[src/rtl/nor_bus_if.sv]
// Timed parallel-NOR bus master: one Wishbone-classic word access becomes one CE#/OE#/WE# cycle.
// Optional macro NOR_BUSY_TIMEOUT_EN bounds the RY/BY# wait and reports expiry on wb_err_o.
module nor_bus_if #(
    parameter int unsigned ADDRW  = 26,
    parameter int unsigned DATAW  = 16,
    parameter int unsigned T_RD   = 7,
    parameter int unsigned T_WR   = 4,
    parameter int unsigned T_HOLD = 2
`ifdef NOR_BUSY_TIMEOUT_EN
    ,
    parameter int unsigned BUSY_TO = 4096
`endif
) (
    input  logic             clk_i,
    input  logic             reset_i,
    input  logic             wb_cyc_i,
    input  logic             wb_stb_i,
    input  logic             wb_we_i,
    input  logic [ADDRW-1:0] wb_adr_i,
    input  logic [DATAW-1:0] wb_dat_i,
    output logic [DATAW-1:0] wb_dat_o,
    output logic             wb_ack_o,
    output logic             wb_err_o,
    output logic [ADDRW-1:0] nor_addr_o,
    input  logic [DATAW-1:0] nor_data_i,
    output logic [DATAW-1:0] nor_data_o,
    output logic             nor_data_oe,
    output logic             nor_ce_o,
    output logic             nor_oe_o,
    output logic             nor_we_o,
    input  logic             nor_ry_i,
    output logic             busy_o
);

    typedef enum logic [2:0] {
        S_IDLE, S_WAIT_RY, S_SETUP, S_READ, S_WRITE, S_HOLD
    } state_t;

    state_t     r_state, w_state_nxt;
    logic [7:0] r_cnt, w_cnt_nxt;
    logic       r_ry_m, r_ry_s;
    logic       r_we, r_ack_en;
    logic       w_last, w_accept, w_done, w_we_eff, w_doe_nxt, w_timeout;

    assign w_last = (r_cnt == 8'd0);
    // The final HOLD cycle doubles as the IDLE accept slot so back-to-back gaps are exactly T_HOLD.
    assign w_accept = (r_state == S_IDLE || (r_state == S_HOLD && w_last)) && wb_cyc_i && wb_stb_i;
    assign w_done   = (r_state == S_READ || r_state == S_WRITE) && w_last;
    assign w_we_eff = w_accept ? wb_we_i : r_we;

`ifdef NOR_BUSY_TIMEOUT_EN
    logic [15:0] r_to_cnt;
    logic        r_err;

    assign w_timeout = (r_state == S_WAIT_RY) && !r_ry_s && (r_to_cnt == 16'(BUSY_TO - 1));
    assign wb_err_o  = r_err;

    always_ff @(posedge clk_i) begin
        if (reset_i) begin
            r_to_cnt <= '0;
            r_err    <= 1'b0;
        end else begin
            r_err <= w_timeout;
            if (w_accept)
                r_to_cnt <= '0;
            else if (r_state == S_WAIT_RY)
                r_to_cnt <= r_to_cnt + 16'd1;
        end
    end
`else
    assign w_timeout = 1'b0;
    assign wb_err_o  = 1'b0;
`endif

    always_comb begin
        w_state_nxt = r_state;
        w_cnt_nxt   = r_cnt;
        case (r_state)
            S_IDLE: begin
                if (w_accept)
                    w_state_nxt = r_ry_s ? S_SETUP : S_WAIT_RY;
            end
            S_WAIT_RY: begin
                if (r_ry_s)
                    w_state_nxt = S_SETUP;
                else if (w_timeout)
                    w_state_nxt = S_IDLE;
            end
            S_SETUP: begin
                w_state_nxt = r_we ? S_WRITE : S_READ;
                w_cnt_nxt   = r_we ? 8'(T_WR - 1) : 8'(T_RD - 1);
            end
            S_READ, S_WRITE: begin
                if (w_last) begin
                    w_state_nxt = S_HOLD;
                    w_cnt_nxt   = 8'(T_HOLD - 1);
                end else begin
                    w_cnt_nxt = r_cnt - 8'd1;
                end
            end
            S_HOLD: begin
                if (!w_last)
                    w_cnt_nxt = r_cnt - 8'd1;
                else if (w_accept)
                    w_state_nxt = r_ry_s ? S_SETUP : S_WAIT_RY;
                else
                    w_state_nxt = S_IDLE;
            end
            default: w_state_nxt = S_IDLE;
        endcase
    end

    // DQ drive covers SETUP, WRITE and the first HOLD cycle of a write only.
    assign w_doe_nxt = w_we_eff && (w_state_nxt == S_SETUP || w_state_nxt == S_WRITE ||
                                    (r_state == S_WRITE && w_state_nxt == S_HOLD));

    always_ff @(posedge clk_i) begin
        if (reset_i) begin
            r_state     <= S_IDLE;
            r_cnt       <= '0;
            r_ry_m      <= 1'b1;
            r_ry_s      <= 1'b1;
            r_we        <= 1'b0;
            r_ack_en    <= 1'b0;
            nor_addr_o  <= '0;
            nor_data_o  <= '0;
            nor_data_oe <= 1'b0;
            nor_ce_o    <= 1'b1;
            nor_oe_o    <= 1'b1;
            nor_we_o    <= 1'b1;
            wb_dat_o    <= '0;
            wb_ack_o    <= 1'b0;
            busy_o      <= 1'b0;
        end else begin
            r_ry_m  <= nor_ry_i;
            r_ry_s  <= r_ry_m;
            r_state <= w_state_nxt;
            r_cnt   <= w_cnt_nxt;
            if (w_accept) begin
                nor_addr_o <= wb_adr_i;
                nor_data_o <= wb_dat_i;
                r_we       <= wb_we_i;
                r_ack_en   <= 1'b1;
            end else begin
                r_ack_en <= r_ack_en && wb_cyc_i;
            end
            if (r_state == S_READ && w_last)
                wb_dat_o <= nor_data_i;
            wb_ack_o    <= w_done && r_ack_en && wb_cyc_i;
            nor_ce_o    <= !(w_state_nxt == S_SETUP || w_state_nxt == S_READ ||
                             w_state_nxt == S_WRITE);
            nor_oe_o    <= (w_state_nxt != S_READ);
            nor_we_o    <= (w_state_nxt != S_WRITE);
            nor_data_oe <= w_doe_nxt;
            busy_o      <= (w_state_nxt != S_IDLE);
        end
    end

endmodule

[config.mk]
export PLATFORM = sky130hd
export DESIGN_NAME = nor_bus_if
export DESIGN_NICKNAME = d
export VERILOG_FILES = /design/src/rtl/nor_bus_if.sv
export SDC_FILE = /design/constraint.sdc
export NUM_CORES = 1
export LEC_CHECK = 0
export CAP_MARGIN = 20
export CORE_ASPECT_RATIO = 0.9
export CORE_UTILIZATION = 46
export DETAILED_ROUTE_END_ITERATION = 6
export PLACE_DENSITY = 0.84
export SLEW_MARGIN = 20
export SYNTH_ARGS = -nofsm -noshare
export SYNTH_HDL_FRONTEND = slang
export SYNTH_SLANG_ARGS = --single-unit
[constraint.sdc]
create_clock -name clk_i -period 4.2 [get_ports clk_i]
set_clock_uncertainty 0.1 [all_clocks]
set_input_delay 0.63 -clock clk_i [delete_from_list [all_inputs] [get_ports clk_i]]
set_output_delay 0.63 -clock clk_i [all_outputs]
set_load 0.02 [all_outputs]
==> flow_metrics.env <==
export IMPL_grt_overflow=0
export IMPL_synth_most_common_cell="dfxtp_1"
export IMPL_yosysTopAreaCellShare_pct=51.1
export IMPL_yosys_warnings=0
export IMPL_pin_count=129
export IMPL_ys_flop_type="dfxtp_1"
export IMPL_cts_buffers=9
export IMPL_synth_top_family_by_area="simple AND/OR/NAND/NOR gates"
export IMPL_synth_compound_area_share_pct=9.46
export IMPL_antenna_found_initial=0
export IMPL_tritoncts="done"
export IMPL_netlist_area_um2=3100
export IMPL_path_class="reg2reg"
export IMPL_die_x_um=88.5
export IMPL_firstDrtPassIters=4
export IMPL_vias=2710
export IMPL_worst_slack_ns=1.42
export IMPL_irDropWorstVdd_mv=0.237
export IMPL_p_clk_share_pct=26.5
export IMPL_diodes=0
export IMPL_status="completed"
export IMPL_avgSynthCellArea_um2=9.27
export IMPL_area_growth_pct=46.2
export IMPL_setup_viol=0
export IMPL_ys_seq_area_share_pct=51.1
export IMPL_yosys_area_top_type="dfxtp_1"
export IMPL_routed_via_density=4.96
export IMPL_cts_sinks=79
export IMPL_slowest_delay_ns=0.64
export IMPL_nNetsFinal=519
export IMPL_rsz0062_at_grt="no"
export IMPL_synth_xor_area_share_pct=1.13
export IMPL_layout_drive_gt1_share_pct=6.10
export IMPL_synth_area_leaders="dfxtp_1 (51%), mux2i_1 (14%), nor2_1 (7.2%), nand2_1 (5.2%), a21oi_1 (4.5%)"
export IMPL_cp_num_buf_inv=1
export IMPL_cp_max_fo=44
export IMPL_cts_hold_buf=0
export IMPL_slew_viol_final=0
export IMPL_post_cts_resized=0
export IMPL_drc=0
export IMPL_share_comb_of_total_power_pct=26.3
export IMPL_tightest_slew_ns=0.816
export IMPL_final_hold_violation_count=0
export IMPL_core_um2=6320
export IMPL_cts_buffer_depth=2
export IMPL_total_power_uw=1820
export IMPL_synth_mux_area_share_pct=13.9
export IMPL_synthArstFlopShare_pct=0
export IMPL_synth_edf_count=0
export IMPL_min_period_ns=2.78
export IMPL_worstHoldPathType="reg2reg"
export IMPL_die_area_um2=7060
export IMPL_postRouteWirelength_mm=7.45
export IMPL_crit_arrival_ns=2.88
export IMPL_synth_seq_cells=79
export IMPL_syn_inst=334
export IMPL_internal_power_uw=1270
export IMPL_initial_core_util_pct=49.0
export IMPL_max_freq_ghz=0.360
export IMPL_synth_top_cells_by_count="dfxtp_1 (79), nor2_1 (59), mux2i_1 (43), nand2_1 (43), a21oi_1 (28)"
export IMPL_synth_fp_nets=399
export IMPL_htreeDepth=3
export IMPL_cts_root_buf="clkbuf_8"
export IMPL_hpwlAfterDp_mm=5.33
export IMPL_gp_congestion=0.875
export IMPL_grt_pass1_wl_mm=12.0
export IMPL_switchingPower_uw=546
export IMPL_numPortBuffers=127
export IMPL_drtIter0Drc=136
export IMPL_powerDensity_nw_per_um2=401
export IMPL_worst_ep_required_time_ns=4.30
export IMPL_max_cap_viol_count=0
export IMPL_post_cts_buffers=0
export IMPL_clock_latency_ns=0.34
export IMPL_finalCritPeriodShare_pct=66.1
export IMPL_grt_pass1_vias=2576
export IMPL_critical_path_top_delay_family="simple AND/OR/NAND/NOR gates"
export IMPL_yosys_area_share_adder_pct=0.404
export IMPL_finish_instance_area_um2=4530
export IMPL_placementRows=27
export IMPL_placed_area_um2=4360
export IMPL_wl_per_cell_um=13.6
export IMPL_p_sw_share_pct=30.1
export IMPL_synth_cell_types=43
export IMPL_die_y_um=79.8
export IMPL_grt_usage_pct=22.3
export IMPL_pre_cts_ws_ns=1.49
export IMPL_tns_ns=0
export IMPL_cp_cell_sequence="nor4bb_1 > a31oi_1 > nor3_2 > buf_4 > mux2i_1 > nor2_1"
export IMPL_worstSetupStartpointType="flip-flop"
export IMPL_yosys_area_share_simple_pct=19.1
export IMPL_critPathCaptureType="flip-flop"
export IMPL_grt_max_degree=46
export IMPL_relSlewSlack_pct=45.6
export IMPL_cellLeakagePower_uw=0.00164
export IMPL_crit_path_top_delay_cell="nor4bb_1"
export IMPL_path_clk_slew_ns=0.07
export IMPL_p_seq_share_pct=47.1
export IMPL_ant_nets=0
[final timing paths]
check                   from     end  slack (ns)  cells past startpoint
setup / recovery  r_state[0]    r_we        1.42                      6
setup reg to reg  r_state[0]    r_we        1.42                      6
hold / removal        r_ry_m  r_ry_s        0.32                      1
hold reg to reg       r_ry_m  r_ry_s        0.32                      1
[state kept, by name, indices dropped and copies added, names as in the netlist]
register and count:
busy_o 1, nor_addr_o 26, nor_ce_o 1, nor_data_o 16, nor_data_oe 1, nor_oe_o 1
nor_we_o 1, r_ack_en 1, r_cnt 8, r_ry_m 1, r_ry_s 1, r_state 3
r_we 1, wb_ack_o 1, wb_dat_o 16
[routing by layer]
layer / vias up / global-route usage (%) / wire, um
met1: 1239 / 25.1 / 3120
met2: 99 / 35.8 / 3470
met5: - / 0 / 0
met3: 13 / 11.3 / 745
met4: 0 / 8.39 / 121
li1: 1359 / - / -
[power by group through the flow]
stage	Combinational [uW]	Clock (uW)	Sequential, uW
floorplan	266	0	902
global placement	464	0	868
detailed placement	473	0	871
CTS	477	496	855
global route	520	532	865
finish	478	482	855
[worst register-to-register path: stages (launching register included)]
cell and delay, ns:
dfxtp_1 0.62, nor4bb_1 0.64, a31oi_1 0.19, nor3_2 0.13, buf_4 0.59, mux2i_1 0.32, nor2_1 0.06
[metrics by stage]
| stage | util [%] | std cells | hold WS [ns] |
|---|---|---|---|
| final | 71.7 | 546 | 0.323 |
| after global routing | 71.7 | 546 | 0.348 |
| after CTS | 71.6 | 546 | 0.324 |
| after detailed placement | 69.0 | 530 | 0.305 |
| after global placement | 69.0 | 530 | 0.292 |
| after floorplan | - | 334 | 0.289 |
[cell usage in the layout (no fill, tap or decap), types with 2 or more instances in the layout]
cell / count
clkdlybuf4s50_1: 126
dfxtp_1: 79
nor2_1: 58
nand2_1: 43
mux2i_1: 43
a21oi_1: 28
clkbuf_8: 10
o21ai_0: 8
nor3_1: 7
inv_1: 4
nand2b_1: 4
xor2_1: 4
nor2b_1: 3
clkbuf_1: 3
o31ai_1: 2
a31oi_1: 2
nand3_1: 2
or2_2: 2
clkinv_2: 2
buf_4: 2
[cell type report]
type,instances,area [um2]
fill,506,1790
sequential,79,1580
multi-input combinational,231,1370
timing repair buffer,129,1280
clock buffer,13,149
tap,87,109
clock inverter,3,18.8
inverter,4,15.0
[logic make-up after synthesis]
logic type                 Yosys count
AOI/OAI and AO/OA                   50
adders and majority gates            1
muxes                               43
DFF                                 79
and+or+nand+nor                    132
other                                1
xor gates and xnor gates             4
buffers and inverters               24
Power figures use the tool's default switching activity.
